File: src/rtl/pipe_reg_rv_if.sv
// pipe_reg_rv_if: handshake bundle for one pipeline stage boundary.
//   in_valid / in_ready / in_data    : upstream side (producer -> stage)
//   out_valid / out_ready / out_data : downstream side (stage -> consumer)
//   occupancy                        : number of entries held by the stage (0..2)
// Modports:
//   master : the environment around the stage (drives payload in, ready out)
//   slave  : the stage itself
interface pipe_reg_rv_if #(
  parameter int WIDTH = 32
);
  logic             in_valid;
  logic             in_ready;
  logic [WIDTH-1:0] in_data;
  logic             out_valid;
  logic             out_ready;
  logic [WIDTH-1:0] out_data;
  logic [1:0]       occupancy;

  modport master (
    output in_valid, in_data, out_ready,
    input  in_ready, out_valid, out_data, occupancy
  );

  modport slave (
    input  in_valid, in_data, out_ready,
    output in_ready, out_valid, out_data, occupancy
  );
endinterface

File: src/rtl/pipe_reg_rv.sv
// pipe_reg_rv: pipeline stage register with valid/ready handshake,
// synchronous flush and an optional skid entry.
// Ports:
//   clk   : clock, all state updates on the rising edge
//   reset : synchronous, active-low reset
//   flush : synchronous clear of all held entries
//   bus   : pipe_reg_rv_if.slave (in_* upstream, out_* downstream, occupancy)
// Parameters:
//   WIDTH      : payload width
//   SKID       : 1 = in_ready independent of out_ready, one extra skid entry;
//                0 = in_ready passes out_ready through, single entry
//   RESET_DATA : value loaded into the data registers on reset and flush
module pipe_reg_rv #(
  parameter int               WIDTH      = 32,
  parameter bit               SKID       = 1'b1,
  parameter logic [WIDTH-1:0] RESET_DATA = '0
) (
  input  logic         clk,
  input  logic         reset,
  input  logic         flush,
  pipe_reg_rv_if.slave bus
);

  // Main (head) register M; always the entry presented downstream.
  logic             r_m_valid;
  logic [WIDTH-1:0] r_m_data;

  logic w_accept;
  logic w_drain;

  assign w_drain  = r_m_valid & bus.out_ready;
  assign w_accept = bus.in_valid & bus.in_ready;

  assign bus.out_valid = r_m_valid;
  assign bus.out_data  = r_m_data;

  generate
    if (SKID) begin : g_skid
      // Skid register S: absorbs the one entry that arrives while M is
      // stalled, which lets in_ready be decided without looking at out_ready.
      logic             r_s_valid;
      logic [WIDTH-1:0] r_s_data;

      assign bus.in_ready  = reset & ~r_s_valid & ~flush;
      assign bus.occupancy = {1'b0, r_m_valid} + {1'b0, r_s_valid};

      always_ff @(posedge clk) begin
        if (!reset || flush) begin
          r_m_valid <= 1'b0;
          r_m_data  <= RESET_DATA;
          r_s_valid <= 1'b0;
          r_s_data  <= RESET_DATA;
        end else if (w_drain) begin
          if (r_s_valid) begin
            // S is older than anything upstream; promote it. in_ready is 0
            // this cycle, so no accept competes for M.
            r_m_data  <= r_s_data;
            r_s_valid <= 1'b0;
          end else if (w_accept) begin
            r_m_data <= bus.in_data;
          end else begin
            r_m_valid <= 1'b0;
          end
        end else if (w_accept) begin
          if (!r_m_valid) begin
            r_m_valid <= 1'b1;
            r_m_data  <= bus.in_data;
          end else begin
            // M is stalled: park the new entry in S.
            r_s_valid <= 1'b1;
            r_s_data  <= bus.in_data;
          end
        end
      end
    end else begin : g_noskid
      // Single entry: space exists if M is empty or leaving this cycle.
      assign bus.in_ready  = reset & ~flush & (~r_m_valid | bus.out_ready);
      assign bus.occupancy = {1'b0, r_m_valid};

      always_ff @(posedge clk) begin
        if (!reset || flush) begin
          r_m_valid <= 1'b0;
          r_m_data  <= RESET_DATA;
        end else if (w_accept) begin
          r_m_valid <= 1'b1;
          r_m_data  <= bus.in_data;
        end else if (w_drain) begin
          r_m_valid <= 1'b0;
        end
      end
    end
  endgenerate

endmodule
File: src/flat_wrapper.sv
// flat-port wrapper written by rule: the top's interface ports become plain ports
module pipe_reg_rv_flat 
#(
  parameter int               WIDTH      = 32,
  parameter bit               SKID       = 1'b1,
  parameter logic [WIDTH-1:0] RESET_DATA = '0
)
  (clk, reset, flush, bus_in_valid, bus_in_data, bus_out_ready, bus_in_ready, bus_out_valid, bus_out_data, bus_occupancy);
  pipe_reg_rv_if #(.WIDTH(WIDTH)) bus_i ();
  input  logic clk;
  input  logic reset;
  input  logic flush;
  input wire logic [$bits(bus_i.in_valid)-1:0] bus_in_valid;
  input wire logic [$bits(bus_i.in_data)-1:0] bus_in_data;
  input wire logic [$bits(bus_i.out_ready)-1:0] bus_out_ready;
  output wire logic [$bits(bus_i.in_ready)-1:0] bus_in_ready;
  output wire logic [$bits(bus_i.out_valid)-1:0] bus_out_valid;
  output wire logic [$bits(bus_i.out_data)-1:0] bus_out_data;
  output wire logic [$bits(bus_i.occupancy)-1:0] bus_occupancy;
  assign bus_i.in_valid = bus_in_valid;
  assign bus_i.in_data = bus_in_data;
  assign bus_i.out_ready = bus_out_ready;
  assign bus_in_ready = bus_i.in_ready;
  assign bus_out_valid = bus_i.out_valid;
  assign bus_out_data = bus_i.out_data;
  assign bus_occupancy = bus_i.occupancy;
  pipe_reg_rv #(.WIDTH(WIDTH), .SKID(SKID), .RESET_DATA(RESET_DATA)) u_core (.clk(clk), .reset(reset), .flush(flush), .bus(bus_i));
endmodule
File: config.mk
export PLATFORM = sky130hd
export DESIGN_NAME = pipe_reg_rv_flat
export DESIGN_NICKNAME = d
export VERILOG_FILES = /design/src/rtl/pipe_reg_rv_if.sv /design/src/rtl/pipe_reg_rv.sv /design/src/flat_wrapper.sv
export SDC_FILE = /design/constraint.sdc
export NUM_CORES = 1
export LEC_CHECK = 0
export CAP_MARGIN = 20
export CORE_ASPECT_RATIO = 1.1
export CORE_MARGIN = 3
export CORE_UTILIZATION = 53
export CTS_BUF_LIST = sky130_fd_sc_hd__clkbuf_16
export DETAILED_ROUTE_END_ITERATION = 16
export HOLD_SLACK_MARGIN = 0.08
export MAX_ROUTING_LAYER = met4
export PLACE_DENSITY = 0.85
export SYNTH_ARGS = -nofsm -noshare
export SYNTH_HDL_FRONTEND = slang
export SYNTH_SLANG_ARGS = --single-unit
File: constraint.sdc
create_clock -name clk -period 3.2 [get_ports clk]
set_clock_uncertainty 0.2 [all_clocks]
set_input_delay 0.32 -clock clk [delete_from_list [all_inputs] [get_ports clk]]
set_output_delay 0.32 -clock clk [all_outputs]
set_load 0.005 [all_outputs]
# ---- Word level (Yosys, flattened, before mapping)
# Index checks and enable logic that the tools add are counted.
dict set report word_totals {
  reg_bits 66
  latch_bits 0
  ram_bits 0
  mem_bits_ro 0
  output_inout_bits 36
  elab_cells 33
  mem_count 0
}
dict set report classes {
  addsub 1
  n_mul 0
  n_div 0
  order_cmp 0
  eq_ne 3
  n_shift 0
  n_mux 9
  n_bitwise 7
  n_reduce_logical 9
}
# cell count
set op_table {}
lappend op_table {{32-bit two-way mux} 5}
lappend op_table {{3-bit AND reduction} 3}
lappend op_table {{2-bit inequality test, second input constant} 3}
lappend op_table {{1-bit bitwise AND} 4}
lappend op_table {{1-bit two-way mux} 4}
lappend op_table {{2-bit nonzero test} 2}
lappend op_table {{1-bit inverter} 3}
lappend op_table {{1-bit by 1-bit adder with 2-bit output} 1}
lappend op_table {{2-bit AND reduction} 1}
lappend op_table {{2-bit OR reduction} 1}
lappend op_table {{1-bit zero test} 1}
lappend op_table {{1-bit logical OR} 1}

# ---- Logic depth before layout (Yosys ltp)
dict set report logic_depth {
  depth_word 7
  ltp_mapped 6
}

# ---- Least setup slack after synthesis
# OpenSTA, ideal clock, no wires.
dict set report synth_path {
  path_kind {register -> register}
  start {reg u_core.g_skid.r_s_valid}
  end {reg u_core.r_m_data[0], in the netlist u_core.bus.out_data[0]}
  setup_time_ns 0.087
  arrival_ns 1.478
  required_time_ns 2.913
  path_slack_ns 1.435
  path_stages_with_launch 7
  n_path_buf 3
  cell_sequence {dfxtp_1 -> clkbuf_1 -> nor2b_1 -> or3_1 -> buf_2 -> buf_6 -> a221oi_2}
}
dict set report synth_between {
  elab_chain_len 6
  word_cells_on_any_way 9
  cone_classes {mux: 2; bitwise: 4; reduce/logical: 3}
}
# item line_no
set synth_lines {}
lappend synth_lines {{start, declared} pipe_reg_rv.sv:41} ;# logic r_s_valid;
lappend synth_lines {{start signal, assigned} pipe_reg_rv.sv:51} ;# r_s_valid <= 1'b0;
lappend synth_lines {{start signal, assigned} pipe_reg_rv.sv:58} ;# r_s_valid <= 1'b0;
lappend synth_lines {{start signal, assigned} pipe_reg_rv.sv:70} ;# r_s_valid <= 1'b1;
lappend synth_lines {{1-bit inverter} pipe_reg_rv.sv:44} ;# assign bus.in_ready = reset & ~r_s_valid & ~flush;
lappend synth_lines {{1-bit bitwise AND (2 in series)} pipe_reg_rv.sv:44}
lappend synth_lines {{1-bit bitwise AND} pipe_reg_rv.sv:32} ;# assign w_accept = bus.in_valid & bus.in_ready;
lappend synth_lines {{2-bit nonzero test (no source line)} -}
lappend synth_lines {{3-bit AND reduction (no source line)} -}
lappend synth_lines {{end signal, assigned} pipe_reg_rv.sv:57} ;# r_m_data <= r_s_data;
lappend synth_lines {{end signal, assigned} pipe_reg_rv.sv:60} ;# r_m_data <= bus.in_data;
lappend synth_lines {{end signal, assigned} pipe_reg_rv.sv:67} ;# r_m_data <= bus.in_data;
lappend synth_lines {{end, declared} pipe_reg_rv.sv:26} ;# logic [WIDTH-1:0] r_m_data;
# Several ways; a longest one is shown, not always the timed one.
# A chain may end at the register's enable or synchronous reset.

# ---- Worst setup path after layout
dict set report layout_path {
  start {in reset}
  end {out bus_in_ready}
}
dict set report layout_between {
  elab_chain_len 2
}
# item line_no
set layout_lines {}
lappend layout_lines {{start, declared} flat_wrapper.sv:11} ;# input logic reset;
lappend layout_lines {{1-bit bitwise AND (2 in series)} pipe_reg_rv.sv:44}
lappend layout_lines {{end, declared} flat_wrapper.sv:16} ;# output wire logic [$bits(bus_i.in_ready)-1:0] bus_in_ready;
# No other way between the ends.

==> metrics.md <==
| Metric | Value |
|---|---|
| Internal Pwr Total | `0.00149 W` |
| Sw Ratio | `24.7%` |
| Routed Antenna Nets | `0` |
| Post-synth EDFFs | `0` |
| Hold Fails Final Rpt | `0` |
| Std cell rows | `28` |
| Placed Area | `0.00378 sq mm` |
| Critical path depth in cells | `4` |
| Largest cells by area after synthesis | `dfxtp_1 44%, a221oi_2 15%, mux2i_1 11%, a21oi_1 5.7%, nand3_1 5.5%` |
| Clk pwr share | `44.6%` |
| CP max-delay cell | `clkdlybuf4s50_1` |
| Post-synth top area cell | `dfxtp_1` |
| Asr flop ratio synth | `0%` |
| RD Place Congestion | `0.763` |
| Root Buffer | `clkbuf_16` |
| Initial core utilization | `55.3%` |
| Avg Cell Area, Syn | `9.65 sq um` |
| Crit-path most repeated cell | `clkdlybuf4s50_1` |
| Clock transition at path regs | `0.06 ns` |
| # port buffers | `72` |
| Post-layout instance area | `0.00405 sq mm` |
| Deepest clock path buffer count | `2` |
| Fillers | `375` |
| Crit path kind | `primary input to primary output` |
| Post-Layout Cell Count | `451` |
| Crit-path max FO | `33` |
| Remaining global-route overflow | `0` |
| RSZ-0062 raised after global routing | `no` |
| # H-tree levels | `3` |
| Buf/Inv on CP | `2` |
| Pwr per Cell Area | `487 mW/mm^2` |
| Detailed Route Iter0 Violations | `157` |
| Crit end category | `primary output` |
| Drt wl/cell | `15.9 um` |
| Final Critical Period | `2.36 ns` |
| WL final | `7160 um` |
| Gr usage total | `24.0%` |
| Final TNS setup | `0 ns` |
| Max frequency | `423 MHz` |
| Yosys warning total | `0` |
| Seq pwr share | `43.6%` |
| Critical Path Source Type | `primary input` |
| Static leakage | `1.58 nW` |
| IO Count | `73` |
| Peak supply drop | `381 uV` |
| Crit-path max cell delay | `0.57 ns` |
| Final HPWL DP | `4610 um` |
| CTS Sinks | `66` |
| Distinct cells, synth | `24` |
| Register area | `0.00132 sq mm` |
| Area Growth Syn to Fin | `35.1%` |
| Synth Net Count | `349` |
| Cells after DPL | `435` |
| Number of global-route vias before repair | `2566` |
| NetSw | `0.000487 W` |
| CTS tree | `yes` |
| Resize count post-CTS | `0` |
| Area of the multi-input gates | `0.00143 sq mm` |
| Core ar. | `0.00543 sq mm` |
| Most used DFF post-synth | `dfxtp_1` |
| Reg2Reg Depth | `4` |
| Post-synth top area share | `44.0%` |
| Comb pwr share | `11.8%` |
| Utilization after layout | `74.7%` |
| Nets@finish | `409` |
| Wire length of the first global-routing pass | `12200 um` |
| Max-cap violations | `0` |
| Total die area | `0.00660 sq mm` |
| Period utilization | `73.9%` |
| Largest net degree at the start of global routing | `36` |
| Outcome | `completed` |
| Die width | `77.7 um` |
| Share of cells above drive strength 1 | `16.5%` |
| Hold buffers post-CTS | `0` |
| Cell Area, Synth | `0.00300 sq mm` |
| Worst EP required | `2.68 ns` |
| Post-route DRC | `0` |
| Final setup vio count | `0` |
| First drt pass iteration count | `4` |
| Power Total | `0.00197 W` |
| Seq/Total Area, Yosys | `44.0%` |
| Mapped Cells | `311` |
| Top delay family on crit path | `buffers and inverters` |
| Num CTS Buffers | `9` |
| Synth Register Bits | `66` |
| CP Cell Sequence | `clkdlybuf4s50_1 -> nand2b_4 -> nor2_1 -> clkdlybuf4s50_1` |
| Slew Limit Headroom | `62.5%` |
| Height of the die | `84.9 um` |
| Vias/cell | `5.67` |
| Post-CTS setup buffers | `0` |
| Worst hold path type | `register to register` |
| WP data arrival | `1.84 ns` |
| Via count | `2555` |
| Pins Over Slew Limit | `0` |
| Inserted Diodes | `0` |
| Slew @ Worst Pin | `0.562 ns` |
| Hold path cells | `2` |
| Clock Latency Late Sink | `0.33 ns` |
| Initial antenna violation count | `0` |
metal layers:
metal  vias to the layer above  part of all wire, %  global-route usage [%]
met5                         -                    0                       -
met4                         0                  1.9                    7.61
met3                        15                  4.9                    6.90
met2                        73                   49                    37.5
met1                      1222                   44                    29.8
li1                       1245                    -                       -
registers in the layout (all words and copies together) (netlist names):
name                     cells
u_core.bus.out_data         32
u_core.g_skid.r_s_data      32
u_core.bus.out_valid         1
u_core.g_skid.r_s_valid      1
cell families after synthesis:
kind of cell               count (synthesis)  synth area share, %
AOI/OAI and AO/OA                        101                 27.4
buffers and inverters                     67                 9.55
DFF                                       66                 44.0
and+or+nand+nor                           44                 7.88
muxes                                     32                 10.7
adders and majority gates                  1                0.417
power by group through the flow:
stage                     registers [W]  clock network [W]  logic, W
after floorplan                0.000876                  0  0.000111
after global placement         0.000877                  0  0.000228
after detailed placement       0.000877                  0  0.000232
after CTS                      0.000860           0.000894  0.000233
after global routing           0.000863           0.000931  0.000251
final                          0.000860           0.000881  0.000232
synth_stat cells (3+ instances only):
library cell,instances
dfxtp_1,66
a21oi_1,34
inv_1,34
nand3_1,33
mux2i_1,32
a221oi_2,30
o21ai_0,24
clkbuf_1,19
buf_2,10
o21ai_1,9
buf_6,3
nor2b_1,3
final timing paths:
kind                              to  slack [ns]                    from
max                     bus_in_ready        0.84                   reset
min reg2reg   u_core.bus.out_data[9]        0.26  u_core.bus.out_data[9]
min           u_core.bus.out_data[9]        0.26  u_core.bus.out_data[9]
max reg2reg  u_core.bus.out_data[14]        1.05    u_core.bus.out_valid
worst min-delay path, cell delays in order (launching register included):
cell      delay (ns)
dfxtp_1         0.31
inv_1           0.06
a221oi_2        0.05
cell type report:
class                           instances  area share [%]
Tap cell                               75            2.31
Sequential cell                        66            32.6
Clock inverter                          7            1.14
Inverter                               34            3.15
Timing Repair Buffer                   82            19.9
Clock buffer                            9            5.56
Multi-Input combinational cell        178            35.3
layout by cell type, fill, tap and decap left out, drive strengths merged, types with 2 or more instances in the layout:
master,netlist,layout
a211oi,2,2
a21oi,34,34
a221oi,32,32
buf,14,10
clkbuf,19,9
clkdlybuf4s50,0,72
clkinv,0,4
clkinvlp,0,3
dfxtp,66,66
inv,34,34
mux2i,32,32
nand3,33,33
nor2,2,2
nor2b,3,3
o21ai,33,33
stage by stage:
| stage | worst slack, ns | hold WS, ns |
|---|---|---|
| 6_report | 0.836 | 0.260 |
| 5_1_grt | 0.773 | 0.282 |
| 4_1_cts | 0.835 | 0.261 |
| 3_5_place_dp | 0.590 | 0.253 |
| 3_3_place_gp | 0.636 | 0.249 |
| 2_1_floorplan | 1.44 | 0.220 |
(Power assumes the default switching activity.)
